<file path="config.mk">
export PLATFORM = sky130hd
export DESIGN_NAME = cond_logic_flat
export DESIGN_NICKNAME = d
export VERILOG_FILES = /design/src/rtl/cond_logic_if.sv /design/src/rtl/cond_logic.sv /design/src/flat_wrapper.sv
export SDC_FILE = /design/constraint.sdc
export NUM_CORES = 1
export LEC_CHECK = 0
export BUFFER_PORTS_ARGS = -buffer_cell sky130_fd_sc_hd__buf_2
export CAP_MARGIN = 10
export CORE_AREA = 2 2 39 41
export DETAILED_ROUTE_END_ITERATION = 8
export DIE_AREA = 0 0 41 43
export GPL_TIMING_DRIVEN = 0
export PLACE_DENSITY = 0.69
export SETUP_SLACK_MARGIN = 0.5
export SLEW_MARGIN = 20
export SYNTH_ARGS = -nofsm -noshare
export SYNTH_HDL_FRONTEND = slang
export SYNTH_SLANG_ARGS = --single-unit
</file>
<file path="constraint.sdc">
create_clock -name clk -period 3.7 [get_ports clk]
set_input_delay 0 -clock clk [delete_from_list [all_inputs] [get_ports clk]]
set_output_delay 0 -clock clk [all_outputs]
set_load 0.1 [all_outputs]
</file>
<file path="src/rtl/cond_logic_if.sv">
// Bus between the multicycle control FSM (master) and the conditional-execution stage (slave).
// Optional statistics outputs appear when COND_LOGIC_STATS_EN is defined.
interface cond_logic_if #(
  parameter int unsigned CNT_W = 16
);
  logic [3:0] Cond;
  logic [3:0] ALUFlags;
  logic [1:0] FlagW;
  logic [3:0] Rd;
  logic       RegW;
  logic       MemW;
  logic       NextPC;
  logic       BranchS;
  logic       RegWrite;
  logic       MemWrite;
  logic       PCWrite;
  logic [3:0] Flags;
  logic       CondEx;
`ifdef COND_LOGIC_STATS_EN
  logic [CNT_W-1:0] ExecCnt;
  logic [CNT_W-1:0] SquashCnt;

  modport master (
    output Cond, ALUFlags, FlagW, Rd, RegW, MemW, NextPC, BranchS,
    input  RegWrite, MemWrite, PCWrite, Flags, CondEx, ExecCnt, SquashCnt
  );
  modport slave (
    input  Cond, ALUFlags, FlagW, Rd, RegW, MemW, NextPC, BranchS,
    output RegWrite, MemWrite, PCWrite, Flags, CondEx, ExecCnt, SquashCnt
  );
`else
  modport master (
    output Cond, ALUFlags, FlagW, Rd, RegW, MemW, NextPC, BranchS,
    input  RegWrite, MemWrite, PCWrite, Flags, CondEx
  );
  modport slave (
    input  Cond, ALUFlags, FlagW, Rd, RegW, MemW, NextPC, BranchS,
    output RegWrite, MemWrite, PCWrite, Flags, CondEx
  );
`endif
endinterface

</file>
<file path="src/rtl/cond_logic.sv">
// Conditional-execution stage: holds NZCV, evaluates the condition field and gates FSM write strobes.
// Optional saturating exec/squash counters are enabled by defining COND_LOGIC_STATS_EN.
module cond_logic #(
  parameter bit          NV_EXECUTES = 1'b0,
  parameter int unsigned CNT_W       = 16
) (
  input logic        clk,
  input logic        reset,
  cond_logic_if.slave bus
);

  logic [3:0] flags_q;
  logic       cond_ex_q;
  logic       cond_ex_c;
  logic       n_f, z_f, c_f, v_f;
  logic       pcs_c;

  if (CNT_W < 1) begin : g_bad_cnt_w
    $error("cond_logic: CNT_W must be at least 1");
  end

  assign {n_f, z_f, c_f, v_f} = flags_q;

  // Condition evaluation against the flags as they stand before this cycle's update
  always_comb begin
    cond_ex_c = 1'b0;
    unique case (bus.Cond)
      4'b0000: cond_ex_c = z_f;
      4'b0001: cond_ex_c = ~z_f;
      4'b0010: cond_ex_c = c_f;
      4'b0011: cond_ex_c = ~c_f;
      4'b0100: cond_ex_c = n_f;
      4'b0101: cond_ex_c = ~n_f;
      4'b0110: cond_ex_c = v_f;
      4'b0111: cond_ex_c = ~v_f;
      4'b1000: cond_ex_c = c_f & ~z_f;
      4'b1001: cond_ex_c = ~c_f | z_f;
      4'b1010: cond_ex_c = (n_f == v_f);
      4'b1011: cond_ex_c = (n_f != v_f);
      4'b1100: cond_ex_c = ~z_f & (n_f == v_f);
      4'b1101: cond_ex_c = z_f | (n_f != v_f);
      4'b1110: cond_ex_c = 1'b1;
      4'b1111: cond_ex_c = NV_EXECUTES;
      default: cond_ex_c = 1'b0;
    endcase
  end

  always_ff @(posedge clk or negedge reset) begin
    if (!reset) begin
      flags_q   <= 4'b0000;
      cond_ex_q <= 1'b0;
    end else begin
      cond_ex_q <= cond_ex_c;
      if (bus.FlagW[1] && cond_ex_c) flags_q[3:2] <= bus.ALUFlags[3:2];
      if (bus.FlagW[0] && cond_ex_c) flags_q[1:0] <= bus.ALUFlags[1:0];
    end
  end

  // Writes use the condition registered one cycle earlier; Fetch's NextPC is never gated
  assign pcs_c        = (bus.RegW & (bus.Rd == 4'hF)) | bus.BranchS;
  assign bus.RegWrite = bus.RegW & cond_ex_q;
  assign bus.MemWrite = bus.MemW & cond_ex_q;
  assign bus.PCWrite  = bus.NextPC | (pcs_c & cond_ex_q);
  assign bus.Flags    = flags_q;
  assign bus.CondEx   = cond_ex_q;

`ifdef COND_LOGIC_STATS_EN
  logic [CNT_W-1:0] exec_cnt_q;
  logic [CNT_W-1:0] squash_cnt_q;

  // Saturating counters of executed versus squashed write requests
  always_ff @(posedge clk or negedge reset) begin
    if (!reset) begin
      exec_cnt_q   <= '0;
      squash_cnt_q <= '0;
    end else if (bus.RegW || bus.MemW || bus.BranchS) begin
      if (cond_ex_q) begin
        if (exec_cnt_q != {CNT_W{1'b1}}) exec_cnt_q <= exec_cnt_q + CNT_W'(1);
      end else begin
        if (squash_cnt_q != {CNT_W{1'b1}}) squash_cnt_q <= squash_cnt_q + CNT_W'(1);
      end
    end
  end

  assign bus.ExecCnt   = exec_cnt_q;
  assign bus.SquashCnt = squash_cnt_q;
`endif

endmodule

</file>
<file path="src/flat_wrapper.sv">
// flat-port wrapper written by rule: the top's interface ports become plain ports
module cond_logic_flat 
#(
  parameter bit          NV_EXECUTES = 1'b0,
  parameter int unsigned CNT_W       = 16
)
  (clk, reset, bus_Cond, bus_ALUFlags, bus_FlagW, bus_Rd, bus_RegW, bus_MemW, bus_NextPC, bus_BranchS, bus_RegWrite, bus_MemWrite, bus_PCWrite, bus_Flags, bus_CondEx);
  cond_logic_if #(.CNT_W(CNT_W)) bus_i ();
  input logic clk;
  input logic reset;
  input wire logic [$bits(bus_i.Cond)-1:0] bus_Cond;
  input wire logic [$bits(bus_i.ALUFlags)-1:0] bus_ALUFlags;
  input wire logic [$bits(bus_i.FlagW)-1:0] bus_FlagW;
  input wire logic [$bits(bus_i.Rd)-1:0] bus_Rd;
  input wire logic [$bits(bus_i.RegW)-1:0] bus_RegW;
  input wire logic [$bits(bus_i.MemW)-1:0] bus_MemW;
  input wire logic [$bits(bus_i.NextPC)-1:0] bus_NextPC;
  input wire logic [$bits(bus_i.BranchS)-1:0] bus_BranchS;
  output wire logic [$bits(bus_i.RegWrite)-1:0] bus_RegWrite;
  output wire logic [$bits(bus_i.MemWrite)-1:0] bus_MemWrite;
  output wire logic [$bits(bus_i.PCWrite)-1:0] bus_PCWrite;
  output wire logic [$bits(bus_i.Flags)-1:0] bus_Flags;
  output wire logic [$bits(bus_i.CondEx)-1:0] bus_CondEx;
  assign bus_i.Cond = bus_Cond;
  assign bus_i.ALUFlags = bus_ALUFlags;
  assign bus_i.FlagW = bus_FlagW;
  assign bus_i.Rd = bus_Rd;
  assign bus_i.RegW = bus_RegW;
  assign bus_i.MemW = bus_MemW;
  assign bus_i.NextPC = bus_NextPC;
  assign bus_i.BranchS = bus_BranchS;
  assign bus_RegWrite = bus_i.RegWrite;
  assign bus_MemWrite = bus_i.MemWrite;
  assign bus_PCWrite = bus_i.PCWrite;
  assign bus_Flags = bus_i.Flags;
  assign bus_CondEx = bus_i.CondEx;
  cond_logic #(.NV_EXECUTES(NV_EXECUTES), .CNT_W(CNT_W)) u_core (.clk(clk), .reset(reset), .bus(bus_i));
endmodule
</file>
Word-level counts from Yosys, hierarchy flattened
Index checks and enable logic that the tools add are counted.

word-level totals
  bits in registers = 5
  input port bits = 20
  output and inout bits = 8
  logic and storage cells = 39

cells by class
  equal/unequal tests = 18
  muxes and demuxes = 1
  bitwise operators = 14
  reductions and logical operators = 3

operators with widths
  operator                                              number
  equality test 4 bit (second input constant)           9
  equality test 4 x 3 -> 1 bit (second input constant)  4
  one-hot mux 1 bit (16 select lines)                   1
  equality test 4 x 2 -> 1 bit (second input constant)  2
  AND 1 bit                                             6
  equality test 4 x 1 -> 1 bit (second input constant)  1
  zero test 4 bit                                       1
  NOT 1 bit                                             4
  OR 1 bit                                              4
  logical AND 1 bit                                     2
  equality test 1 bit                                   1
  inequality test 1 bit                                 1

Depth between registers and ports, before layout
Gate-level depths: netlist of run 1.

  depth in word-level cells = 5
  gate-level depth with buffers = 6
  gate-level depth less buffers = 5

Least setup slack after synthesis of run 1
OpenSTA, ideal clock, no wires.

  path kind = reg-to-reg
  from = register u_core.flags_q[3] (netlist: u_core.bus.Flags[3])
  to = register u_core.flags_q[3] (netlist: u_core.bus.Flags[3])
  setup time = 0.128 ns
  arrival time = 2.278 ns
  data required time = 3.572 ns
  slack = 1.293 ns
  cell stages (with the launch flop) = 6
  buffers on the path = 0
  period minus slack after synthesis = 2.407 ns
  cells stage by stage = dfrtp_1 -> or4bb_1 -> o211ai_2 -> a2111oi_4 -> nor3_2 -> mux2_1

on the way
  longest elaborated chain between the ends = 4
  elaborated cells between the ends (all ways) = 7
  classes of those cells = eq/ne: 2; mux: 1; bitwise: 3; reduce/logical: 1

RTL lines
  item                                                          RTL line                            source
  start: declaration                                            cond_logic.sv:12                    logic [3:0] flags_q;
  start signal: assignment                                      cond_logic.sv:54                    if (bus.FlagW[1] && cond_ex_c) flags_q[3:2] <= bus.ALUFlags[3:2];
  inequality test 1 bit or equality test 1 bit (tied branches)  --
  OR 1 bit or AND 1 bit (tied branches)                         cond_logic.sv:41, cond_logic.sv:40
  one-hot mux 1 bit (16 select lines) (*)                       cond_logic.sv:27                    unique case (bus.Cond)
  logical AND 1 bit (*)                                         cond_logic.sv:54

Every way passes the cells marked *; elsewhere a longest branch is shown, timed or not.
A chain may end at the register's enable or synchronous reset.

Final worst setup path of run 1
  from = register u_core.flags_q[2] (netlist: u_core.bus.Flags[2])
  to = register u_core.flags_q[2] (netlist: u_core.bus.Flags[2])

on the way
  longest elaborated chain between the ends = 4
  elaborated cells between the ends (all ways) = 7
  classes of those cells = mux: 1; bitwise: 5; reduce/logical: 1

RTL lines
  item                                     RTL line
  NOT 1 bit                                cond_logic.sv:29, cond_logic.sv:36, cond_logic.sv:40
  AND 1 bit, on equally long branches      cond_logic.sv:40, cond_logic.sv:36
  one-hot mux 1 bit (16 select lines) (*)  cond_logic.sv:27
  logical AND 1 bit (*)                    cond_logic.sv:54

Marks and branches as above.

==> results.txt, run 1 <==
* Outcome: completed
- In the routed layout, each cell is associated on average with a via count of 4.949.
- Count of inserted antenna diode cells: 0
- Final global-route overflow total: 0
- Final Hold Vio Count: 0
- GRT Resource Usage Total: 14.86%
* Data arrival time of the critical path: ~2.1 ns
* Fin Setup TNS: 0 ns
* Synth cell types: 31
* GRT met3 Usage: 6.283%
* Share of synthesized area occupied by flip-flops and latches: about a quarter
* Inserted Clock Buffers: 3
- The analysis attributes to cell leakage a power of 0.3396 nW.
- Dividing the synthesized area by the synthesized cell count gives around 10 um^2.
- Synthesis inferred 5 register bits.
* Post-Synthesis Cells: ~50
* Initial antenna violation count: 0
- Summing over every cut layer, the via total after detailed routing is 485.
- Category of the worst setup path launch point: register
- Cell area after synthesis: around 490 um^2
- Kind of capture point of the worst setup path: register
- TritonCTS built the clock tree.
- In this run the deepest clock path goes through 2 buffers.
- Routability-driven placement finished with a final weighted congestion of 0.7811.
- Per-cell routed wire length: 11.88 um
- Relative slew slack: 67.68%
- The die is 41 um wide.
- Max_cap viols: 0
* Layout Area Growth over Synthesis: 43.80%
- Yosys printed 0 warnings.
- Starting density of the core: 35.71%
* CP Class: register to register
* Antenna Violating Nets Remaining: 0
* Total number of H-tree levels: 1
- Insertion delay of the later-clocked pin in the worst-skew pair: 0.24 ns
- In this run the post-CTS setup repair buffer count came out at 0.
* Met2 Usage GRT: a little over a quarter
- Core area: 1384 um^2
* Proportion of layout cells with a drive suffix above 1: 43.90%
- Grt met1 use: 15.79%
* # rows: 14
- Final Net Count: 103
- Post-detailed-route DRC marker count: 0
- Setup violations remaining at the end of the flow were counted as 0.
- Once routing completed, OpenROAD measured the worst setup slack at 1.708 ns.
- Number of gates given a new drive strength after cts: 0
- 28 I/O pins were placed.
- After the first detailed-routing iteration, the DRC count stood at 7.
* Endpoint required time on the critical path: 3.82 ns
- The worst path uses 53.83% of the clock period.
* Power Dens Cells: 808.2 nW/um^2
- Nets in the synthesized netlist: 69
* Post-route core utilization: 51.36%
- The first global-routing pass estimated 1780 um of wire.
- The number of pins exceeding their max-slew limit in the final report was 0.
- After clock tree synthesis, the clock-pin slew on the worst setup and hold paths is about 0.040 ns.
- Area of the die: 1763 um^2
- Clock sink count: 5
- Largest clock skew in the final design: 0.002062 ns
- At the pin with the least slew margin, the transition time is slightly below 0.5 ns.
- The via count of the first global-routing pass is 447.
- Most utilized layer in the global route result: met2
* Count of buffers from port buffering: 24
- Total half-perimeter wirelength after legalization and detailed placement: slightly below 900 um
- Entering global routing, the biggest net connects 11 pins.
- For this run, the detailed router's first-pass iteration total came to 4.
* Clock period minus final worst setup slack: 1.992 ns
- Fmax: 0.5021 GHz
- Max VDD drop: 0.5314 mV
* Die boundary height: 43 um
- Setup repair after global routing missed its margin: no
- The worst hold path belongs to the class primary input to async pin.
- OpenSTA, run right after detailed placement, puts the worst setup slack at 1.713 ns.
- Total of hold buffers inserted after clock tree synthesis: 5
- In this run the worst path has a maximum fanout of 8.
* Post-route total power: 0.5744 mW
* Root buffer cell: sky130_fd_sc_hd__clkbuf_4
- Wires add up to 1164 um.
[layout by cell type (no fill, tap or decap)]
master,synthesis,final
sky130_fd_sc_hd__a2111oi_4,1,1
sky130_fd_sc_hd__mux2i_1,1,1
sky130_fd_sc_hd__or4bb_1,1,1
sky130_fd_sc_hd__inv_1,3,3
sky130_fd_sc_hd__nand2b_1,1,1
sky130_fd_sc_hd__xnor2_1,1,1
sky130_fd_sc_hd__buf_2,1,25
sky130_fd_sc_hd__a311oi_1,1,1
sky130_fd_sc_hd__and2_1,2,2
sky130_fd_sc_hd__dfrtp_1,5,5
sky130_fd_sc_hd__nor3_1,3,3
sky130_fd_sc_hd__a31oi_1,1,1
sky130_fd_sc_hd__a21o_1,1,1
sky130_fd_sc_hd__a211oi_2,1,1
sky130_fd_sc_hd__nand2_1,3,3
sky130_fd_sc_hd__o21ai_0,1,1
sky130_fd_sc_hd__a21oi_1,1,1
sky130_fd_sc_hd__xnor3_1,1,1
sky130_fd_sc_hd__and3_1,1,1
sky130_fd_sc_hd__clkbuf_4,0,3
sky130_fd_sc_hd__xor2_1,1,1
sky130_fd_sc_hd__or4b_1,1,1
sky130_fd_sc_hd__clkbuf_1,0,1
sky130_fd_sc_hd__a31o_2,1,1
sky130_fd_sc_hd__nor3_2,2,2
sky130_fd_sc_hd__nor2_1,1,1
sky130_fd_sc_hd__buf_6,2,2
sky130_fd_sc_hd__nand3b_1,3,3
sky130_fd_sc_hd__and4b_1,1,1
sky130_fd_sc_hd__mux2_1,4,4
sky130_fd_sc_hd__dlygate4sd3_1,0,5
sky130_fd_sc_hd__nor3b_1,1,1
sky130_fd_sc_hd__nand3_1,1,1
sky130_fd_sc_hd__o211ai_2,1,1
[per-stage QoR]
step	hold WS (ns)	area, um^2	std cells
floorplan	-0.2956	494.2	49
global placement	-0.1827	634.4	89
detailed placement	-0.1807	634.4	89
CTS	0.09831	710.7	98
global route	0.1442	710.7	98
finish	0.1262	710.7	98
[layer usage]
layer / up-vias / routed length, um
li1: 250 / -
met5: - / 0
met3: 0 / 83
met1: 218 / 430
met4: 0 / 0
met2: 17 / 650
[state kept, by name, indices dropped and copies added, names as in the netlist]
register           flops
u_core.bus.Flags       4
u_core.bus.CondEx      1
[worst max-delay path, cell delays in order (launching register included)]
cell and delay, ns:
sky130_fd_sc_hd__dfrtp_1 0.46, sky130_fd_sc_hd__or4b_1 0.54, sky130_fd_sc_hd__o211ai_2 0.20, sky130_fd_sc_hd__a2111oi_4 0.08, sky130_fd_sc_hd__nor3_2 0.24, sky130_fd_sc_hd__mux2_1 0.34
[where the power goes]
group	internal (mW)	switching (mW)
Sequential	0.0792	0.0396
Clock	0.0407	0.0211
Combinational	0.0979	0.296
Total	0.218	0.357
[final cells by class]
cell class,instances,area (um^2)
repair buffers,29,170.2
inverters,3,11.26
plain buffers,3,27.53
fillers,136,673.1
flip-flops and latches,5,125.1
multi-input cells,38,330.3
clock buffers,4,26.28
well taps,16,20.02
[worst paths after layout]
kind | startpoint | endpoint | slack [ns] | cells past startpoint
max in group asynchronous | reset | u_core.bus.Flags[1] | 3.45 | 2
worst max register to register | u_core.bus.Flags[2] | u_core.bus.Flags[2] | 1.71 | 5
min in group clk | bus_FlagW[0] | u_core.bus.Flags[0] | 0.18 | 4
worst max-delay path | u_core.bus.Flags[2] | u_core.bus.Flags[2] | 1.71 | 5
worst min register to register | u_core.bus.Flags[1] | u_core.bus.Flags[1] | 0.54 | 1
worst min-delay path | reset | u_core.bus.CondEx | 0.13 | 2
[kinds of logic (layout without fill, tap and decap cells)]
logic type | Yosys count | count (layout) | synth area share (%)
multiplexers | 5 | 5 | 11.14
buffers and inverters | 6 | 39 | 7.847
flip-flops | 5 | 5 | 25.32
AND/OR/NAND/NOR | 21 | 21 | 28.61
XOR/XNOR | 3 | 3 | 8.102
AO/OA/AOI/OAI | 9 | 9 | 18.99
[Yosys cell counts]
| master | instances | area, um^2 |
|---|---|---|
| sky130_fd_sc_hd__a2111oi_4 | 1 | 27.53 |
| sky130_fd_sc_hd__a211oi_2 | 1 | 12.51 |
| sky130_fd_sc_hd__a21o_1 | 1 | 7.510 |
| sky130_fd_sc_hd__a21oi_1 | 1 | 5.000 |
| sky130_fd_sc_hd__a311oi_1 | 1 | 8.760 |
| sky130_fd_sc_hd__a31o_2 | 1 | 8.760 |
| sky130_fd_sc_hd__a31oi_1 | 1 | 6.260 |
| sky130_fd_sc_hd__and2_1 | 2 | 12.51 |
| sky130_fd_sc_hd__and3_1 | 1 | 6.260 |
| sky130_fd_sc_hd__and4b_1 | 1 | 10.01 |
| sky130_fd_sc_hd__buf_2 | 1 | 5.000 |
| sky130_fd_sc_hd__buf_6 | 2 | 22.52 |
| sky130_fd_sc_hd__dfrtp_1 | 5 | 125.1 |
| sky130_fd_sc_hd__inv_1 | 3 | 11.26 |
| sky130_fd_sc_hd__mux2_1 | 4 | 45.04 |
| sky130_fd_sc_hd__mux2i_1 | 1 | 10.01 |
| sky130_fd_sc_hd__nand2_1 | 3 | 11.26 |
| sky130_fd_sc_hd__nand2b_1 | 1 | 6.260 |
| sky130_fd_sc_hd__nand3_1 | 1 | 5.000 |
| sky130_fd_sc_hd__nand3b_1 | 3 | 22.52 |
| sky130_fd_sc_hd__nor2_1 | 1 | 3.750 |
| sky130_fd_sc_hd__nor3_1 | 3 | 15.01 |
| sky130_fd_sc_hd__nor3_2 | 2 | 20.02 |
| sky130_fd_sc_hd__nor3b_1 | 1 | 7.510 |
| sky130_fd_sc_hd__o211ai_2 | 1 | 12.51 |
| sky130_fd_sc_hd__o21ai_0 | 1 | 5.000 |
| sky130_fd_sc_hd__or4b_1 | 1 | 10.01 |
| sky130_fd_sc_hd__or4bb_1 | 1 | 11.26 |
| sky130_fd_sc_hd__xnor2_1 | 1 | 8.760 |
| sky130_fd_sc_hd__xnor3_1 | 1 | 22.52 |
| sky130_fd_sc_hd__xor2_1 | 1 | 8.760 |
Power figures use the tool's default switching activity.
==> run 2: changes to the inputs <==
CORE_AREA = not set   (was 2 2 39 41)
CORE_MARGIN = 2   (was not set)
CORE_UTILIZATION = 37   (was not set)
DIE_AREA = not set   (was 0 0 41 43)
PLACE_DENSITY = 0.72   (was 0.69)
clock period = 1.8 ns   (was 3.7 ns; I/O delays follow)
==> run 2 against run 1 <==
  * Worst hold slack got worse by 0.019 ns
  * Register-to-register slack got worse by 1.9 ns
  * Critical path type unchanged
  * Critical endpoint is now u_core.bus.Flags[3]
  * The flow now finishes with violations (setup timing)
  * Global-route usage rose by 1.2 points
  * Highest routed layer unchanged
  * Clock-buffer cell count did not move
==> results.txt, run 2 (synthesis gave the netlist of run 1 again) <==
* Outcome: finished with violations
* Failing checks: setup timing
- The worst register-to-register path begins at u_core.bus.Flags[2].
- The power density of the placed cells came to 1671 nW/um^2 (+110%).
- Most utilized layer in the global route result: met2
- Overall routed net length: 1223 um (+5.1%)
* Critical path buffers and inverters: 0 (unchanged)
- The post-layout total power is 1.311 mW (+130%).
* Final Hold Vio Count: 0 (unchanged)
* CTS tree: built
- Insertion delay of the later-clocked pin in the worst-skew pair: 0.23 ns (about the same)
* Setup slack, reg-to-reg: -0.20 ns (-1.91 ns)
* Die boundary height: 40.55 um (-5.7%)
- Cell count of the worst reg-to-reg path: 5 (unchanged)
* CP cell instances: or4b_4 > o211ai_4 > a2111oi_4 > nor3_4 > mux2_4
- The number of buffers added on ports is 24 (unchanged).
- The maximum single-stage delay on the critical path came to 0.53 ns (about the same).
* Top-level port count: 28 (unchanged)
- Kind of capture point of the worst setup path: register
* Worst hold path type: primary input to async pin
* Static Leak: 0.3634 nW (+7.0%)
- Total number of H-tree levels: 1 (unchanged)
- The top cell types in the final layout, fill and taps aside, are sky130_fd_sc_hd__buf_2 (25), sky130_fd_sc_hd__dlygate4sd3_1 (5).
- The number of nets with antenna violations after routing came to 0 (unchanged).
* Fmax: 0.4991 GHz (-0.60%)
- Commonest non-fill, non-tap cell in the layout: sky130_fd_sc_hd__buf_2
- GRT Resource Usage Total: 16.10% (+1.2 points)
- Starting density of the core: 38.95% (+3.2 points)
- The number of design rule violations left after detail routing was 0 (unchanged).
- CP Class: register to register
* Number of DRC markers in iteration 0: 1 (-6)
- The data arrival time of the critical path is 2.12 ns (about the same).
- Worst Tran Pin Value: 0.4880 ns (-0.00006604 ns)
- The via count is 491 (+1.2%).
- Maximum buffer depth of the clock tree: 2 (unchanged)
- The placed wire-length estimate came to 878.7 um (-0.36%).
- Final GP Congestion: 0.7258 (-7.1%)
- The number of pins exceeding their max-slew limit in the final report is 0 (unchanged).
- The max capacitance violation total is 0 (unchanged).
- Category of the worst setup path launch point: register
- The summed area of non-filler cells in the final layout came to 784.5 um^2 (+10%).
- Met2 Usage GRT: 25.79% (-0.46 points)
- The endpoint identified for the worst register-to-register timing path is u_core.bus.Flags[3].
* Per-cell routed wire length: 12.23 um (+3.0%)
- The largest fanout on the critical path is 5 (-3).
- The portion of the clock cycle consumed by the worst path in the final layout was 111.3% (+57 points).
- The number of standard-cell rows in the floorplan is 13 (-1).
- The worst ir drop on vdd is 0.7613 mV (+43%).
- Count of inserted antenna diode cells: 0 (unchanged)
- Final Net Count: 106 (+2.9%)
- Relative slew slack: 67.69% (about the same)
- Final global-route overflow total: 0 (unchanged)
- The global-route track usage on met1 came to 20.33% (+4.5 points).
* Core area: 1269 um^2 (-8.3%)
* Largest register FFs: 4 (unchanged)
- The total negative slack was -0.7320 ns (-0.7320 ns).
- The post-route non-filler standard cell count is 100 (+2.0%).
- The via count of the first global-routing pass came to 409 (-8.5%).
- Largest clock skew in the final design: 0.001522 ns (-0.0005404 ns)
- The number of optimization iterations in the first detailed-route pass is 2 (-2).
- The number of buffers added by the clock tree synthesis step was 3 (unchanged).
* CP max-delay cell: sky130_fd_sc_hd__or4b_4
- The total clock sinks is 5 (unchanged).
* Top Family by Delay on Critical Path: simple AND/OR/NAND/NOR gates
- Proportion of layout cells with a drive suffix above 1: 61.18% (+17 points)
* Via density per instance: 4.910 (-0.79%)
* Setup repair after global routing missed its margin: yes
- The first-pass GRT wire length is 1718 um (-3.5%).
- Die Width: 40.55 um (-1.1%)
- Largest net degree at the start of global routing: 11 (unchanged)
- In this run the clock root is driven by a sky130_fd_sc_hd__clkbuf_4.
* Worst-path clk slew: 0.04 ns (about the same)
- Clock period minus final worst setup slack: 2.004 ns (+0.01204 ns)
- Final setup violation count: 4 (+4)
- Setup slack of the critical path after layout: -0.2038 ns (-1.912 ns)
- Layout Area Growth over Synthesis: 58.73%
- The initial antenna violation count is 0 (unchanged).
- The data required time at the worst endpoint came to 1.92 ns (-1.90 ns).
- The cell area after placement was 650.6 um^2 (+2.6%).
- The met3 layer usage reported by global route was 8.333% (+2.1 points).
- Area of the die: 1644 um^2 (-6.8%)
* DP Cell Count: 88 (-1.1%)
-- run 2: changes by cell type in the layout (fill, tap and decap cells not counted), sizes merged --
cell and change:
buf +3
-- run 2: per-stage QoR --
step | hold slack, ns | util (%) | setup WS, ns
after floorplan | -0.2956 | - | -0.2428
after global placement | -0.1835 | 51.28 | -0.1472
after detailed placement | -0.1813 | 51.28 | -0.2124
after CTS | -0.01177 | 57.99 | -0.1866
after global routing | 0.1113 | 61.83 | -0.2682
final | 0.1073 | 61.83 | -0.2038
-- run 2: power by group --
group / leakage (nW) / switching (mW) / total, mW / internal, mW
Clock: 0.0150 / 0.0388 / 0.122 / 0.0833
Combinational: 0.295 / 0.643 / 0.916 / 0.273
Sequential: 0.0534 / 0.0847 / 0.273 / 0.188
-- run 2: repair_timing --
item                                   4_1_cts  5_1_grt
resized for setup                            1        6
hold buffers                                 4        1
setup buffers                                2        1
setup endpoints to repair                    5        5
pin swaps                                    0        1
endpoints found under the hold margin        9        1
-- run 2: worst register-to-register path, stage by stage, from the launching register on --
cell and delay [ns]:
sky130_fd_sc_hd__dfrtp_4 0.49, sky130_fd_sc_hd__or4b_4 0.53, sky130_fd_sc_hd__o211ai_4 0.20, sky130_fd_sc_hd__a2111oi_4 0.09
sky130_fd_sc_hd__nor3_4 0.25, sky130_fd_sc_hd__mux2_4 0.33
-- run 2: worst max-delay path by stage --
stage | from | end | slack, ns | cells after the start
6_report | u_core.bus.Flags[2] | u_core.bus.Flags[3] | -0.20 | 5
5_1_grt | u_core.bus.Flags[2] | u_core.bus.Flags[0] | -0.27 | 5
2_1_floorplan | u_core.bus.Flags[2] | u_core.bus.Flags[1] | -0.24 | 5
4_1_cts | u_core.bus.Flags[2] | u_core.bus.Flags[2] | -0.19 | 5
3_5_place_dp | u_core.bus.Flags[2] | u_core.bus.Flags[2] | -0.21 | 5
3_3_place_gp | u_core.bus.Flags[2] | u_core.bus.Flags[0] | -0.15 | 5
-- run 2: area by class of cell --
class	count	area, um^2
fill	124	484.2
sequential	5	138.9
inverter	3	11.26
buffer	3	27.53
clock buffer	4	26.28
multi-input combinational	38	369.1
timing repair buffer	32	192.7
tap	15	18.77
-- run 2: metal layers --
layer | wire (um) | up-vias
met5 | 0 | -
met4 | 0 | 0
met3 | 59 | 0
met2 | 582 | 12
met1 | 581 | 225
li1 | - | 254
==> run 3: changes to the inputs <==
BUFFER_PORTS_ARGS = not set   (was -buffer_cell sky130_fd_sc_hd__buf_2)
CORE_AREA = 2 2 39 41   (was not set)
CORE_MARGIN = not set   (was 2)
CORE_UTILIZATION = not set   (was 37)
DIE_AREA = 0 0 41 43   (was not set)
DONT_BUFFER_PORTS = 1   (was not set)
PLACE_DENSITY = not set   (was 0.72)
==> run 3 against run 2 <==
  * The flow still finishes with violations (setup timing)
  * Power decreased by 12%
  * Sequential share of layout area increased by 5.0 points
  * Via count decreased by 15%
  * Clock-buffer cell count unchanged
  * Flip-flop and latch count unchanged
  * Die area increased by 7.2%
  * Critical path depth unchanged
==> results.txt, run 3 (synthesis gave the netlist of run 1 again) <==
* Setup repair after global routing missed its margin: yes
- CP max-delay cell: sky130_fd_sc_hd__dfrtp_4
- The fmax is 0.4666 GHz (-6.5%).
* Core area: 1384 um^2 (+9.1%)
- Final Slew Violations: 0 (unchanged)
* DP Cell Count: 65 (-26%)
* Crit path largest cell delay: 0.63 ns (+0.10 ns)
- Top-level port count: 28 (unchanged)
* Buffers inserted during post-CTS setup optimization: 0 (-2)
* Met1 Wirelength: 419 um (-28%)
- Inserted Clock Buffers: 3 (unchanged)
* Kind of capture point of the worst setup path: register
- Clock sink count: 5 (unchanged)
* Clock period minus final worst setup slack: 2.143 ns (+0.1392 ns)
- Final Cycle Share: 119.1% (+7.7 points)
- The total met2 wirelength after detailed routing was 506 um (-13%).
- The final setup violation count is 4 (unchanged).
* Antenna Violating Nets Remaining: 0 (unchanged)
- Total half-perimeter wirelength after legalization and detailed placement: 777.2 um (-12%)
- The number of design rule violations left after detail routing is 0 (unchanged).
- The setup path with the least slack is of type register to register.
- Critical path buffers and inverters: 0 (unchanged)
- The number of flip-flops in the largest register is 4 (unchanged).
- Data arrival time of the critical path: 2.25 ns (+0.13 ns)
* Most used cells in the layout excluding fill and tap cells: sky130_fd_sc_hd__dlygate4sd3_1 (5), sky130_fd_sc_hd__mux2_1 (4), sky130_fd_sc_hd__dfrtp_4 (4)
* Largest net degree at the start of global routing: 11 (unchanged)
- STA classifies the critical path startpoint as a register.
- TritonCTS built the clock tree.
- The tree is rooted in a sky130_fd_sc_hd__clkbuf_4.
- GRT Resource Usage Total: 13.78% (-2.3 points)
- The effective utilization at floorplan came to 35.71% (-3.2 points).
- The number of standard-cell rows in the floorplan came to 14 (+1).
- Overall routed net length: 1005 um (-18%)
* Max VDD drop: 1.158 mV (+52%)
* First-pass GRT wire length: 1662 um (-3.3%)
- Uppermost layer routed: met3
- Outcome: finished with violations
- Routed length on met3: 79 um (+34%)
- Number of detailed-routing iterations run before antenna repair: 4 (+2)
- Failing checks: setup timing
- The clock-pin slew on the worst setup and hold paths was 0.04 ns (about the same).
* Layout Area Growth over Synthesis: 26.08%
* Die boundary height: 43 um (+6.1%)
- The via count normalized by instance count was 5.608 (+14%).
* Final Hold Vio Count: 0 (unchanged)
- Relative slew slack: 65.36% (-2.3 points)
- Maximum buffer depth of the clock tree: 2 (unchanged)
- Initial antenna violation count: 0 (unchanged)
- The core occupancy in the finished layout was 45.03% (-17 points).
- Commonest non-fill, non-tap cell in the layout: sky130_fd_sc_hd__dlygate4sd3_1
* Critical Path Start: u_core.bus.Flags[2]
- The final weighted congestion of routability-driven global placement came to 0.7380 (+1.7%).
* Static Leak: 0.2431 nW (-33%)
- Power Dens Cells: 1861 nW/um^2 (+11%)
* Vias after detailed routing: 415 (-15%)
- The signal on the critical path passes through or4b_4 > o211ai_2 > a2111oi_4 > nor3_2 > mux2_1.
* Worst Tran Pin Value: 0.5195 ns (+0.03151 ns)
* Insertion delay of the later-clocked pin in the worst-skew pair: 0.23 ns (about the same)
- Endpoint required time on the critical path: 1.91 ns (about the same)
- In this run the critical register-to-register path is launched from u_core.bus.Flags[2].
* Worst Setup Slack post-DPL: -0.3540 ns (-0.1416 ns)
- The via count of the first global-routing pass came to 352 (-14%).
- Die Width: 41 um (+1.1%)
- Largest clock skew in the final design: 0.003888 ns (+0.002366 ns)
* Final Net Count: 79 (-25%)
* Fin cells: 74 (-26%)
- The path class of the tightest hold or removal check is primary input to async pin.
- Area of the die: 1763 um^2 (+7.2%)
* Final global-route overflow total: 0 (unchanged)
- The initial DRC count is 13 (+12).
- Count of inserted antenna diode cells: 0 (unchanged)
- Highest net fanout along the worst path: 8 (+3)
* Count of buffers from port buffering: 0 (-100%)
- The final setup slack of the worst path was -0.3430 ns (-0.1392 ns).
- Broken down by cell family, the worst path's largest delay share belongs to simple AND/OR/NAND/NOR gates.
- The routed wire length per instance was 13.58 um (+11%).
- The max capacitance violation total is 0 (unchanged).
- Total number of H-tree levels: 1 (unchanged)
- Proportion of layout cells with a drive suffix above 1: 36.21% (-25 points)
-- run 3: cell types whose count changed in the layout (fill, tap and decap cells not counted), moves of 2 or more --
cell	previous run	this run
sky130_fd_sc_hd__mux2_1	1	4
sky130_fd_sc_hd__and2_4	0	2
sky130_fd_sc_hd__mux2_4	3	0
sky130_fd_sc_hd__buf_4	3	0
sky130_fd_sc_hd__buf_2	25	1
sky130_fd_sc_hd__and2_2	2	0
-- run 3: worst paths after layout --
path,endpoint,cells after the start,slack (ns)
min in group clk,u_core.bus.Flags[3],3,0.10
worst min-delay path,u_core.bus.Flags[3],1,0.05
worst max-delay path,u_core.bus.Flags[1],5,-0.34
max in group asynchronous,u_core.bus.Flags[0],1,1.54
worst min register to register,u_core.bus.Flags[0],1,0.86
worst max register to register,u_core.bus.Flags[1],5,-0.34
-- run 3: area by class of cell --
cell class                 count  area (um^2)
timing repair buffer           5        50.05
fill                         141        760.7
multi-input combinational     38        346.6
tap                           16        20.02
clock buffer                   4        26.28
buffer                         3        27.53
sequential                     5        141.4
inverter                       3        11.26
-- run 3: routing by layer --
| layer | track usage [%] | vias to the layer above |
|---|---|---|
| met5 | 0 | - |
| met4 | 2.000 | 0 |
| met3 | 5.236 | 0 |
| met2 | 19.69 | 23 |
| met1 | 19.87 | 193 |
| li1 | - | 199 |
-- run 3: power by group --
| part | switching (mW) | total, mW | internal, mW |
|---|---|---|---|
| Sequential | 0.474 | 0.662 | 0.188 |
| Combinational | 0.209 | 0.373 | 0.163 |
| Clock | 0.0417 | 0.125 | 0.0835 |
| Total | 0.725 | 1.16 | 0.435 |
-- run 3: per-stage QoR --
| stage | TNS [ns] | power, mW | hold WS [ns] | area (um^2) |
|---|---|---|---|---|
| floorplan | -0.9671 | 0.9516 | -0.2956 | 511.7 |
| global route | -1.684 | 1.217 | 0.06456 | 623.1 |
| CTS | -1.404 | 1.167 | 0.05351 | 623.1 |
| detailed placement | -1.386 | 1.007 | -0.2955 | 531.8 |
| finish | -1.351 | 1.159 | 0.04981 | 623.1 |
| global placement | -1.261 | 0.9977 | -0.2955 | 531.8 |
-- run 3: repair_timing --
action                                  4_1_cts  5_1_grt
endpoints found under the hold margin         9        0
resized for setup                             5        0
hold buffers                                  5        0
pin swaps                                     0        0
cloned                                        0        0
endpoints found under the setup margin        8        5
